### src/rtl/piso_serializer.sv
// piso_serializer: parallel-in / serial-out framer with valid/ready intake.
// A word accepted on din is emitted one bit per cycle on ser_out, in MSB-first
// or LSB-first order, with ser_valid high for every frame bit and frame_done
// marking the last bit. din_ready reopens in the final-bit cycle so frames can
// run back-to-back with no gap.
// Optional feature: define PISO_PARITY_EN to append an even-parity bit to
// every frame (frames become WIDTH+1 bits long).
module piso_serializer #(
    parameter int WIDTH     = 8,
    parameter int MSB_FIRST = 1
) (
    input  logic             clk,
    input  logic             reset,
    input  logic [WIDTH-1:0] din,
    input  logic             din_valid,
    output logic             din_ready,
    output logic             ser_out,
    output logic             ser_valid,
    output logic             frame_done
);

    localparam int CNT_W = $clog2(WIDTH + 1);
    localparam logic [CNT_W-1:0] LAST = CNT_W'(WIDTH - 1);

`ifdef PISO_PARITY_EN
    typedef enum logic [1:0] {IDLE, SHIFT, PARITY} state_t;
`else
    typedef enum logic [0:0] {IDLE, SHIFT} state_t;
`endif

    state_t           state_q, state_d;
    logic [CNT_W-1:0] cnt_q, cnt_d;      // index of the data bit currently on ser_out
    logic [WIDTH-1:0] sr_q, sr_d;        // bits still to be sent, next one at the shift end
    logic             ser_out_q, ser_out_d;
    logic             ser_valid_q, ser_valid_d;
    logic             frame_done_q, frame_done_d;
`ifdef PISO_PARITY_EN
    logic             par_q, par_d;      // even parity of the word in flight
`endif

    logic             accept;
    logic [CNT_W-1:0] cnt_nxt;

    // Ready depends only on state and bit counter, so it never loops back from din_valid.
    always_comb begin
        din_ready = 1'b0;
        case (state_q)
            IDLE:    din_ready = 1'b1;
`ifdef PISO_PARITY_EN
            PARITY:  din_ready = 1'b1;
`else
            SHIFT:   din_ready = (cnt_q == LAST);
`endif
            default: din_ready = 1'b0;
        endcase
    end

    assign accept  = din_valid && din_ready;
    assign cnt_nxt = cnt_q + CNT_W'(1);

    // Next-state and next-output decode; an accepted word always wins and reloads everything.
    always_comb begin
        state_d      = state_q;
        cnt_d        = cnt_q;
        sr_d         = sr_q;
        ser_out_d    = 1'b0;
        ser_valid_d  = 1'b0;
        frame_done_d = 1'b0;
`ifdef PISO_PARITY_EN
        par_d        = par_q;
`endif
        if (accept) begin
            state_d     = SHIFT;
            cnt_d       = '0;
            ser_valid_d = 1'b1;
            if (MSB_FIRST != 0) begin
                ser_out_d = din[WIDTH-1];
                sr_d      = {din[WIDTH-2:0], 1'b0};
            end else begin
                ser_out_d = din[0];
                sr_d      = {1'b0, din[WIDTH-1:1]};
            end
`ifdef PISO_PARITY_EN
            par_d = ^din;
`endif
        end else begin
            case (state_q)
                SHIFT: begin
                    if (cnt_q != LAST) begin
                        cnt_d       = cnt_nxt;
                        ser_valid_d = 1'b1;
                        if (MSB_FIRST != 0) begin
                            ser_out_d = sr_q[WIDTH-1];
                            sr_d      = {sr_q[WIDTH-2:0], 1'b0};
                        end else begin
                            ser_out_d = sr_q[0];
                            sr_d      = {1'b0, sr_q[WIDTH-1:1]};
                        end
`ifndef PISO_PARITY_EN
                        frame_done_d = (cnt_nxt == LAST);
`endif
                    end else begin
`ifdef PISO_PARITY_EN
                        state_d      = PARITY;
                        ser_out_d    = par_q;
                        ser_valid_d  = 1'b1;
                        frame_done_d = 1'b1;
`else
                        state_d = IDLE;
`endif
                    end
                end
`ifdef PISO_PARITY_EN
                PARITY:  state_d = IDLE;
`endif
                default: state_d = IDLE;
            endcase
        end
    end

    // State and registered outputs; reset overrides any simultaneous handshake.
    always_ff @(posedge clk) begin
        if (reset) begin
            state_q      <= IDLE;
            cnt_q        <= '0;
            sr_q         <= '0;
            ser_out_q    <= 1'b0;
            ser_valid_q  <= 1'b0;
            frame_done_q <= 1'b0;
`ifdef PISO_PARITY_EN
            par_q        <= 1'b0;
`endif
        end else begin
            state_q      <= state_d;
            cnt_q        <= cnt_d;
            sr_q         <= sr_d;
            ser_out_q    <= ser_out_d;
            ser_valid_q  <= ser_valid_d;
            frame_done_q <= frame_done_d;
`ifdef PISO_PARITY_EN
            par_q        <= par_d;
`endif
        end
    end

    assign ser_out    = ser_out_q;
    assign ser_valid  = ser_valid_q;
    assign frame_done = frame_done_q;

endmodule

### config.mk
export PLATFORM = sky130hd
export DESIGN_NAME = piso_serializer
export DESIGN_NICKNAME = d
export VERILOG_FILES = /design/src/rtl/piso_serializer.sv
export SDC_FILE = /design/constraint.sdc
export NUM_CORES = 1
export LEC_CHECK = 0
export BUFFER_PORTS_ARGS = -buffer_cell sky130_fd_sc_hd__buf_2
export CORE_AREA = 2 2 41 43
export CTS_CLUSTER_DIAMETER = 100
export DETAILED_ROUTE_END_ITERATION = 7
export DIE_AREA = 0 0 43 45
export HOLD_SLACK_MARGIN = 0.02
export PLACE_DENSITY = 0.77
export SLEW_MARGIN = 40
export SYNTH_ARGS = -nofsm -noshare
export SYNTH_HDL_FRONTEND = slang
export SYNTH_SLANG_ARGS = --single-unit
### constraint.sdc
create_clock -name clk -period 2.8 [get_ports clk]
set_input_delay 0 -clock clk [delete_from_list [all_inputs] [get_ports clk]]
set_output_delay 0 -clock clk [all_outputs]
set_load 0.02 [all_outputs]
; ---- Word-level counts from Yosys, hierarchy flattened
; Cells that the tools add are included.
; W data, S select, Z words.
[classes]
reduce_logical = 7
eq_ne = 3
muxes = 10
n_addsub = 1
bitwise_logic = 2
[op_table]
columns = operator, count
row1 = $mux W8, 3
row2 = $eq A4 B3 Y1 const B, 2
row3 = $mux W1, 6
row4 = $add A4 B1 Y4 const B, 1
row5 = $ne A4 B3 Y1 const B, 1
row6 = $reduce_and A2 Y1, 2
row7 = $reduce_bool A2 Y1, 2
row8 = $reduce_or A4 Y1, 1
row9 = $not A1 Y1, 2
row10 = $pmux W1 S2, 1
row11 = $reduce_or A2 Y1, 1
row12 = $logic_and A1 B1 Y1, 1
[word_totals]
input_bits = 11
out_inout_bits = 4
regBits = 14

; ---- Longest topological paths before layout
; Gate-level depths: netlist of run 1.
[depth]
depth_word = 5
ltp_mapped = 5
ltp_nobuf = 4

; ---- Worst setup path after synthesis of run 1
; Ideal clock, no wire load.
[synth_path]
path_type = register -> register
startpoint = register cnt_q[1]
endpoint = register cnt_q[1]
synth_period_minus_slack_ns = 1.384
path_stages_with_launch = 5
n_path_buf = 0
slack_ns = 1.416
setup_ns = 0.121
arrival_time_ns = 1.263
cell_sequence = dfxtp_1 ha_1 nand3b_2 nand2_4 mux2_2
[synth_between]
elab_chain_cells = 4
[synth_rtl]
columns = item, line
row1 = start: declaration, 32  ; logic [CNT_W-1:0] cnt_q, cnt_d;
row2 = start signal: assignment, 135  ; cnt_q <= cnt_d;
row3 = $eq A4 B3 Y1, 52  ; SHIFT: din_ready = (cnt_q == LAST);
row4 = $pmux W1 S2, 47  ; case (state_q)
row5 = named net din_ready, 16  ; output logic din_ready,
row6 = $logic_and A1 B1 Y1, 58  ; assign accept = din_valid && din_ready;
row7 = $reduce_or A2 Y1 (no source line), n/a
; The timed path passes the listed nets, and every way through them passes these cells.
; A chain may end at the register's enable or synchronous reset.

; ---- Final worst setup path of run 1
[layout_path]
startpoint = register cnt_q[1]
endpoint = output din_ready
[layout_between]
elab_chain_cells = 2
[layout_rtl]
columns = item, line
row1 = $eq A4 B3 Y1, 52
row2 = $pmux W1 S2, 47
row3 = end: declaration, 16
; No other way between the ends.

==> results of run 1 <==
==> power groups by stage <==
| stage | Clock [mW] | Combinational, mW | Sequential, mW |
|---|---|---|---|
| after floorplan | 0 | 0.0404 | 0.223 |
| after global placement | 0 | 0.0543 | 0.224 |
| after detailed placement | 0 | 0.0549 | 0.225 |
| after CTS | 0.150 | 0.0564 | 0.220 |
| after global routing | 0.159 | 0.0616 | 0.222 |
| final | 0.149 | 0.0559 | 0.220 |
==> final cells by class <==
type                    instances  share of cell area (%)
repair buffers                 15                    9.92
well taps                      16                    2.48
flip-flops and latches         14                    34.7
multi-input cells              49                    47.4
inverters                       2                   0.930
clock buffers                   4                    4.50
==> layout by cell type, fill, tap and decap left out, types with 2 or more instances in the layout <==
master / Yosys / layout
nor3_1: 6 / 6
ha_1: 2 / 2
dfxtp_1: 14 / 14
a211oi_2: 4 / 4
inv_1: 2 / 2
buf_2: 1 / 14
a21oi_1: 4 / 4
clkbuf_4: 0 / 3
mux2i_1: 7 / 7
a211o_1: 2 / 2
nor2_1: 2 / 2
nand3_1: 4 / 4
nand2_1: 2 / 2
a211oi_1: 3 / 3
==> cells in the mapped netlist <==
library cell,number
dfxtp_1,14
mux2i_1,7
nor3_1,6
a211oi_2,4
a21oi_1,4
nand3_1,4
a211oi_1,3
a211o_1,2
buf_4,2
ha_1,2
inv_1,2
nand2_1,2
nor2_1,2
a21oi_2,1
and3b_1,1
buf_1,1
buf_2,1
mux2_2,1
nand2_4,1
nand2b_1,1
nand3b_1,1
nand3b_2,1
nand4_1,1
nor3b_1,1
nor4b_1,1
o211ai_1,1
xnor2_1,1
xor2_1,1
==> through the flow <==
stage	utilization [%]	total power, mW
5_1_grt	54.8	0.443
2_1_floorplan	-	0.263
3_5_place_dp	51.7	0.280
6_report	54.8	0.425
3_3_place_gp	51.7	0.278
4_1_cts	54.8	0.427
==> flip-flops by register name, summed over array words and instances, names as in the netlist <==
name	count
ser_valid	1
sr_q	7
cnt_q	4
ser_out	1
frame_done	1
==> metal layers <==
metal	part of all wire [%]	vias up	GRT usage [%]
met3	4.1	4	1.20
met5	0	-	0
met1	49	258	19.7
li1	-	285	-
met2	45	16	25.5
met4	2.2	0	9.09
==> kinds of logic after synthesis <==
logic type,Yosys count,share of synthesized area (%)
and+or+nand+nor,22,19.1
AOI/OAI and AO/OA,15,18.2
DFF,14,40.4
muxes,8,11.7
buffers and inverters,6,4.50
xor gates and xnor gates,2,2.52
adders and majority gates,2,3.60
==> worst max-delay path by stage <==
stage                            to  cells past startpoint
after floorplan            cnt_q[1]                      4
after global placement     cnt_q[1]                      4
after detailed placement   cnt_q[1]                      4
after CTS                 din_ready                      4
after global routing      din_ready                      4
final                     din_ready                      4
==> timing repair <==
item / CTS / global route
hold buffers: 1 / 0
endpoints found under the hold margin: 1 / 0
endpoints found under the setup margin: 0 / 0
setup buffers: 0 / 0
==> tightest hold or removal path, stage by stage <==
cell and delay, ns:
buf_2 0.10, mux2i_1 0.12, a211oi_1 0.06
==> summary.md, run 1 <==
| Metric | Value |
|---|---|
| Wire per inst | 13.1 um |
| TNS Setup | 0 ns |
| Crit-path cells | ha_1 > nand3b_2 > nand2_4 > buf_2 |
| Worst hold endpoint | sr_q[1] |
| Final worst path period share | 53.3% |
| Clock transition at path regs | 0.09 ns |
| Clock tree buffer depth | 2 |
| CP max-delay cell | dfxtp_1 |
| Die X | roughly 43 um |
| Vias/cell | 5.63 |
| Final setup fails | 0 |
| Crit Path Class | reg -> out |
| Avg Inst Size Synth | 10.1 um^2 |
| Layout Nets | 98 |
| Fmax | 670 MHz |
| FF/Latch Area | approximately 280 um^2 |
| Worst Setup Start Kind | flop |
| Detailed Route WL | between 1 and 1.5 mm |
| Fill count | 140 |
| CP delay by family, top | flip-flops |
| YS warnings | 0 |
| RR Endpoint | cnt_q[1] |
| Status | finished clean |
| Worst-skew pair later-pin latency | 0.28 ns |
| Seq cells post-synth | 14 |
| Root buffer cell | clkbuf_4 |
| Clock power share | a little over a third |
| Post-Synthesis Net Count | 82 |
| Total grt overflow | 0 |
| Area of the multi-input gates | 383 um^2 |
| Reg-to-reg critical path startpoint | cnt_q[1] |
| WP data required | 2.80 ns |
| Hold slack final | 0.0383 ns |
| Synth area leaders | dfxtp_1, mux2i_1, a211oi_2 |
| Sw Pwr | 0.109 mW |
| IO Port Bufs | 14 |
| Dpl hpwl | 876 um |
| Slew at the pin closest to its max-slew limit | ~0.44 ns |
| Slew headroom | between 70% and 80% |
| # resized after CTS | 0 |
| Hold Fails Final Rpt | 0 |
| Combinational share of power | approximately an eighth |
| Unrepaired setup endpoints after global routing | false |
| Seq pwr share | 51.8% |
| Mapped Cells | 69 |
| Row count | 14 |
| Reg2Reg Depth | 4 |
| WHS Path Cells | 3 |
| Vias in the first global route | 516 |
| Cell variety after synth | 28 |
| Min-delay src | din[0] |
| Die ar. | 1940 um^2 |
| Post-Syn Area | 694 um^2 |
| Initial antenna violation count | 0 |
| Clock Skew | 0.00230 ns |
| CTS sink count | 14 |
| Routed Antenna Nets | 0 |
| Worst vdd ir | 0.213 mV |
| DP Area | between 700 and 800 um^2 |
| H-tree levels | 1 |
| Worst path max stage delay | 0.40 ns |
| Drt first pass iters | 4 |
| Chip height | between 40 and 50 um |
| Cell total after placement | 95 |
| Top-area cell type share of the netlist area | 40.4% |
| Layout cells sized above 1 | 31.0% |
| Period minus WS final | 1.49 ns |
| R2R Setup Slk | 1.32 ns |
| Global-route usage over all layers | 15.3% |
| Pins over their slew limit | 0 |
| CTS tree | built |
| Buf/Inv on CP | 1 |
| First-pass GRT wire length | 2.19 mm |
| Antenna fix cells | 0 |
| GPL Wtd Cong | ~0.75 |
| Largest area contributor in the netlist | dfxtp_1 |
| Worst setup EP type | primary output |
| Seq/Total Area, Yosys | about two fifths |
| Vias | approximately 560 |
| Final instance area | 807 um^2 |
| Initial Util | 47.2% |
| # IOs | 15 |
| Cell Count, Final, Fillers Out | 100 |
| Crit path DAT | approximately 1.5 ns |
| Iter 0 DRT Violations | 17 |
| LEAKAGE | between 0.3 and 0.4 nW |
| Final setup margin | 1.31 ns |
| Internal power | 0.316 mW |
| Min-delay worst type | in -> reg |
| Residual DRC | 0 |
| Core area | 1470 um^2 |
| Switching share of power | 25.7% |
| CTS buffer count | 3 |
| CP max FO | 8 |
| Dpl ws | 1.35 ns |
| Area Growth Syn to Fin | 16.2% |
| # Max-Cap Violations | 0 |
| Pin count of the biggest net entering global routing | 16 |
| Pwr dens | 527 nW/um^2 |
| CP startpoint | cnt_q[1] |
No activity file was read; power rests on OpenSTA's default activity.
==> inputs of run 2 (changes only) <==
Settings changed: ABC_AREA set to 1, CORE_AREA 2 2 41 43 to 2 2 42 44, DIE_AREA 0 0 43 45 to 0 0 44 46.
Clock period 2.8 ns to 1.32 ns, I/O delays scaled along.
==> run 2 against run 1 <==
Net effect: sequential power up 110%; critical path depth unchanged; register-to-register slack worse by 1.2 ns; synthesized area down 0.18%; critical path type unchanged; critical endpoint unchanged; largest cell class unchanged.
==> summary.md, run 2 <==
| Metric | Value |
|---|---|
| Status | finished clean |
| Chip height | 46 um |
| Cell Count, Final, Fillers Out | 131 |
| Pin count of the biggest net entering global routing | 24 |
| Clock power share | 28.9% |
| Drt first pass iters | 4 |
| Layout cells sized above 1 | a little under a quarter |
| Min-delay worst type | in -> reg |
| Fill count | 144 |
| YS warnings | 0 |
| Clock tree buffer depth | 2 |
| Unrepaired setup endpoints after global routing | false |
| CTS sink count | 14 |
| Sw Pwr | 0.215 mW |
| Initial Util | 42.9% |
| Iter 0 DRT Violations | 19 |
| Layout Nets | 129 |
| Initial antenna violation count | 0 |
| Post-Synthesis Net Count | 106 |
| CTS buffer count | 3 |
| Worst vdd ir | 0.674 mV |
| Seq/Total Area, Yosys | around two fifths |
| Synth Area in XOR/XNOR | 1.26% |
| Routed Antenna Nets | 0 |
| Buf/Inv on CP | 1 |
| Worst Setup Start Kind | flop |
| IO Port Bufs | 14 |
| Worst setup EP type | primary output |
| Period minus WS final | 1.25 ns |
| Avg Inst Size Synth | 7.45 um^2 |
| Area Growth Syn to Fin | 23.5% |
| Dpl hpwl | 999 um |
| Synth area leaders | dfxtp_1, nand3_1, nand2_1 |
| Synth async-reset ratio | 0% |
| # Max-Cap Violations | 0 |
| Top FF cell, synth | dfxtp_1 |
| Pwr dens | 954 nW/um^2 |
| CP max FO | 12 |
| Clock Skew | ~0.0025 ns |
| Largest family of logic cells by synthesized area | simple AND/OR/NAND/NOR gates |
| Setup repair bufs after CTS | 0 |
| Antenna fix cells | 0 |
| Internal power | 0.602 mW |
| Row count | 15 |
| Crit-path cells | ha_2 > nand3_4 > nand2_8 > buf_4 |
| # IOs | 15 |
| Vias/cell | 5.18 |
| CTS tree | built |
| Vias in the first global route | 547 |
| Mux contribution to synthesized area | 0% |
| TNS Setup | 0 ns |
| Clock transition at path regs | 0.08 ns |
| Die X | 44 um |
| Crit path DAT | 1.25 ns |
| Post-synth EDFFs | 0 |
| Worst path max stage delay | 0.34 ns |
| Worst-skew pair later-pin latency | 0.28 ns |
| Seq cells post-synth | 14 |
| Final worst path period share | approximately 95% |
| Synth top cells by count | nand3_1, nand2_1, dfxtp_1, inv_1, a21oi_1 |
| Global-route usage over all layers | 17.1% |
| CP delay by family, top | flip-flops |
| Wire per inst | around 12 um |
| Fmax | 800 MHz |
| Core area | between 1500 and 2000 um^2 |
| First-pass GRT wire length | 2.35 mm |
| Combinational share of power | 15.2% |
| WP data required | 1.32 ns |
| Compound-gate portion of the synthesized area | 5.78% |
| Vias | 679 |
| Slew headroom | 74.7% |
| Synth Area in Simple Gates | between 30% and 40% |
| Die ar. | 2020 um^2 |
| Final Util | 53.0% |
| CP max-delay cell | dfxtp_1 |
| Pins over their slew limit | 0 |
| Mapped Cells | 93 |
| Final setup margin | 0.0707 ns |
| Highest-count cells in the layout ignoring fill and taps | nand3_1, nand2_1, inv_1 |
| H-tree levels | 1 |
| Cell total after placement | ~120 |
| Residual DRC | 0 |
| Seq pwr share | 55.9% |
| Cell variety after synth | 14 |
| Leading registers by flop count | sr_q (7), cnt_q (4) |
| Top-area cell type share of the netlist area | 40.4% |
| Switching share of power | between 20% and 30% |
| Post-Syn Area | between 600 and 700 um^2 |
| GPL Wtd Cong | 0.833 |
| Commonest non-fill, non-tap cell in the layout | nand3_1 |
| Dpl ws | between 0.03 and 0.04 ns |
| Leading cell type by number of instances after synthesis | nand3_1 |
| Post-synthesis adder-cell area fraction | 3.61% |
| Largest register FFs | 7 |
| Total grt overflow | 0 |
| Slew at the pin closest to its max-slew limit | approximately 0.38 ns |
| Final setup fails | 0 |
| Detailed Route WL | 1.52 mm |
| Root buffer cell | clkbuf_4 |
| Crit Path Class | reg -> out |
| Hold Fails Final Rpt | 0 |
| Largest area contributor in the netlist | dfxtp_1 |
| LEAKAGE | 0.407 nW |
| Biggest register | sr_q |
[run 2: changes by cell type after synthesis, moves of 2 or more]
cell | previous run | this run
a211oi_2 | 4 | 0
mux2i_1 | 7 | 0
nand2_1 | 2 | 16
a211oi_1 | 3 | 0
inv_1 | 2 | 14
buf_6 | 0 | 2
a21oi_1 | 4 | 8
nand3_1 | 4 | 29
a211o_1 | 2 | 0
nor3_1 | 6 | 1
[run 2: worst reg2reg max path: cells and delay by family, from the launching register on]
family          cells  cell delay [ns]
simple gates        3             0.54
flops               1             0.32
fa+ha+maj           1             0.20
compound gates      1             0.11
[run 2: area by class of cell]
type	instances	area, um^2	area share, %
Clock buffer	3	22.5	2.63
Timing Repair Buffer	21	133	15.5
Sequential cell	14	282	32.9
Tap cell	17	21.3	2.49
Multi-Input combinational cell	62	345	40.4
Inverter	14	52.6	6.14
[run 2: logic make-up (layout without fill, tap and decap cells)]
| family | after synthesis | in the layout |
|---|---|---|
| xor gates and xnor gates | 1 | 1 |
| DFF | 14 | 14 |
| AOI/OAI and AO/OA | 8 | 8 |
| and+or+nand+nor | 50 | 51 |
| buffers and inverters | 18 | 38 |
| adders and majority gates | 2 | 2 |
[run 2: what timing repair did]
| action | CTS | global route |
|---|---|---|
| cloned | 0 | 1 |
| hold buffers | 3 | 0 |
| setup endpoints to repair | 1 | 3 |
| gates resized for setup | 1 | 3 |
| hold endpoints to repair | 3 | 0 |
[run 2: layer usage]
layer | global-route usage (%) | part of all wire (%) | vias up
met5 | 0 | 0 | -
met4 | 10.9 | 2.4 | 0
met3 | 7.14 | 5.2 | 5
met2 | 25.6 | 51 | 21
met1 | 20.0 | 42 | 304
li1 | - | - | 349
[run 2: power groups by stage]
stage	logic (mW)	registers (mW)	clock network, mW
2_1_floorplan	0.0807	0.463	0
3_3_place_gp	0.109	0.462	0
3_5_place_dp	0.110	0.462	0
4_1_cts	0.119	0.454	0.249
5_1_grt	0.138	0.457	0.261
6_report	0.124	0.456	0.236
[run 2: final timing paths]
path	cells past startpoint	slack [ns]	endpoint	startpoint
max	4	0.07	din_ready	cnt_q[1]
min	5	0.03	sr_q[6]	din[5]
max reg2reg	5	0.07	cnt_q[1]	cnt_q[0]
min reg2reg	2	0.47	cnt_q[3]	cnt_q[3]
[run 2: metrics by stage]
| step | power (mW) | hold WS [ns] | area [um^2] |
|---|---|---|---|
| after CTS | 0.821 | 0.0283 | 838 |
| after global placement | 0.571 | 0.212 | 777 |
| after floorplan | 0.544 | 0.0691 | 693 |
| final | 0.816 | 0.0310 | 856 |
| after global routing | 0.857 | 0.0489 | 856 |
| after detailed placement | 0.572 | 0.216 | 777 |
==> inputs of run 3 (changes only) <==
Settings changed: BUFFER_PORTS_ARGS -buffer_cell sky130_fd_sc_hd__buf_2 to unset, CORE_AREA 2 2 42 44 to 2 2 41 43, DIE_AREA 0 0 44 46 to 0 0 43 45, DONT_BUFFER_PORTS set to 1, PLACE_DENSITY 0.77 to 0.71.
==> run 3 against run 2 <==
Net effect: die area down 4.4%; power grew 10%; fmax is 0.43% higher; clock power increased by 32%; critical path type is now reg -> reg.
==> summary.md, run 3 (same netlist as run 2, synthesis figures left out) <==
| Metric | Value |
|---|---|
| Status | finished clean |
| WP data required | 1.54 ns |
| Root buffer cell | clkbuf_4 |
| Total grt overflow | 0 |
| Fill count | ~130 |
| Chip height | about 45 um |
| Period minus WS final | roughly 1.2 ns |
| Setup repair bufs after CTS | 0 |
| Row count | 14 |
| Layout Nets | about 120 |
| Slew at the pin closest to its max-slew limit | 0.370 ns |
| Grt peak-use layer | met2 |
| Largest register FFs | 7 |
| Slew headroom | 75.2% |
| GPL Wtd Cong | 0.804 |
| Worst-skew pair later-pin latency | 0.28 ns |
| Min-delay worst type | in -> reg |
| Global routing usage on met1 | between 15 and 20% |
| Routed Antenna Nets | 0 |
| CTS sink count | 14 |
| First-pass GRT wire length | 2.36 mm |
| Die ar. | 1940 um^2 |
| Unrepaired setup endpoints after global routing | false |
| H-tree levels | 1 |
| Hold Fails Final Rpt | 0 |
| Biggest register | sr_q |
| Combinational share of power | 14.2% |
| CTS tree | built |
| Iter 0 DRT Violations | 24 |
| Switching share of power | 25.8% |
| Highest-count cells in the layout ignoring fill and taps | nand3_1, nand2_1, inv_1 |
| TNS Setup | 0 ns |
| Pins over their slew limit | 0 |
| Min-delay src | reset |
| Clock tree buffer depth | 2 |
| Worst setup EP type | flop |
| Clock transition at path regs | 0.08 ns |
| Initial Util | 47.1% |
| Drt first pass iters | 4 |
| Worst Setup Start Kind | flop |
| Final instance area | 902 um^2 |
| Global-route usage over all layers | 17.4% |
| Vias/cell | approximately 5.3 |
| M3 GR Usage | 7.20% |
| Seq pwr share | about half |
| Fmax | 804 MHz |
| Clock power share | 34.6% |
| Vias in the first global route | 565 |
| Cell total after placement | 110 |
| Commonest non-fill, non-tap cell in the layout | nand3_1 |
| Layout cells sized above 1 | between 10% and 20% |
| CP startpoint | cnt_q[0] |
| DP Area | 713 um^2 |
| Met2 Track Usage GR | ~30% |
| IO Port Bufs | 0 |
| Core area | about 1500 um^2 |
| Crit Path Class | reg -> reg |
| Dpl hpwl | 985 um |
| Internal power | ~0.67 mW |
| Clock Skew | 0.00245 ns |
| Residual DRC | 0 |
| Reg-to-reg critical path startpoint | cnt_q[0] |
| Area Growth Syn to Fin | 30.1% |
| Vias | 664 |
| Antenna fix cells | 0 |
| Detailed Route WL | roughly 1.6 mm |
| Die X | 43 um |
| Cell Count, Final, Fillers Out | 125 |
| Crit path DAT | 1.46 ns |
| Wire per inst | 12.8 um |
| LEAKAGE | 0.394 nW |
| Initial antenna violation count | 0 |
| Pwr dens | 996 nW/um^2 |
| Leading registers by flop count | sr_q (7), cnt_q (4) |
| Final setup fails | 0 |
| CP max FO | 3 |
| # Max-Cap Violations | 0 |
| Pin count of the biggest net entering global routing | 24 |
| Tot Pwr | 0.898 mW |
| CTS buffer count | 3 |
| Worst vdd ir | 0.771 mV |
| # IOs | 15 |
| Sw Pwr | 0.232 mW |
| Final worst path period share | 94.2% |
## run 3: stage by stage
step	setup slack (ns)	util (%)	hold slack, ns
CTS	0.00626	58.3	0.390
finish	0.0761	61.3	0.402
floorplan	0.108	-	0.0691
detailed placement	0.00721	48.5	0.0724
global placement	0.0660	48.5	0.0700
global route	0.0152	61.3	0.414
## run 3: power groups by stage
stage	Combinational [mW]	Clock, mW	Sequential [mW]
after floorplan	0.0807	0	0.463
after global placement	0.0875	0	0.463
after detailed placement	0.0889	0	0.464
after CTS	0.119	0.319	0.456
after global routing	0.141	0.335	0.462
final	0.127	0.311	0.460
## run 3: timing repair
item                                    4_1_cts  5_1_grt
gates cloned                                  0        1
hold buffers                                 10        0
pin swaps                                     0        2
gates resized for setup                       1        9
endpoints found under the hold margin        14        0
endpoints found under the setup margin        2        7
## run 3: critical path, cell delays in order (launching register included)
cell	delay [ns]
dfxtp_2	0.37
buf_6	0.11
inv_1	0.05
ha_1	0.28
or2_4	0.25
a21oi_2	0.13
## run 3: routing by layer
metal / share of wire (%) / vias up
li1: - / 334
met1: 41 / 301
met2: 50 / 25
met3: 7.3 / 4
met4: 1.4 / 0
met5: 0 / -
## run 3: final cells by class
type                    count  area [um^2]  area share [%]
multi-input cells          62          369            40.9
inverters                  14         52.6            5.83
flip-flops and latches     14          283            31.3
repair buffers             15          141            15.7
well taps                  16         20.0            2.22
clock buffers               4         36.3            4.02
## run 3: path summary, 6_finish.rpt
path / end / slack [ns] / depth (start not counted)
worst max register to register: cnt_q[1] / 0.08 / 5
worst min register to register: cnt_q[3] / 0.47 / 2
worst max-delay path: cnt_q[1] / 0.08 / 5
worst min-delay path: sr_q[1] / 0.40 / 2
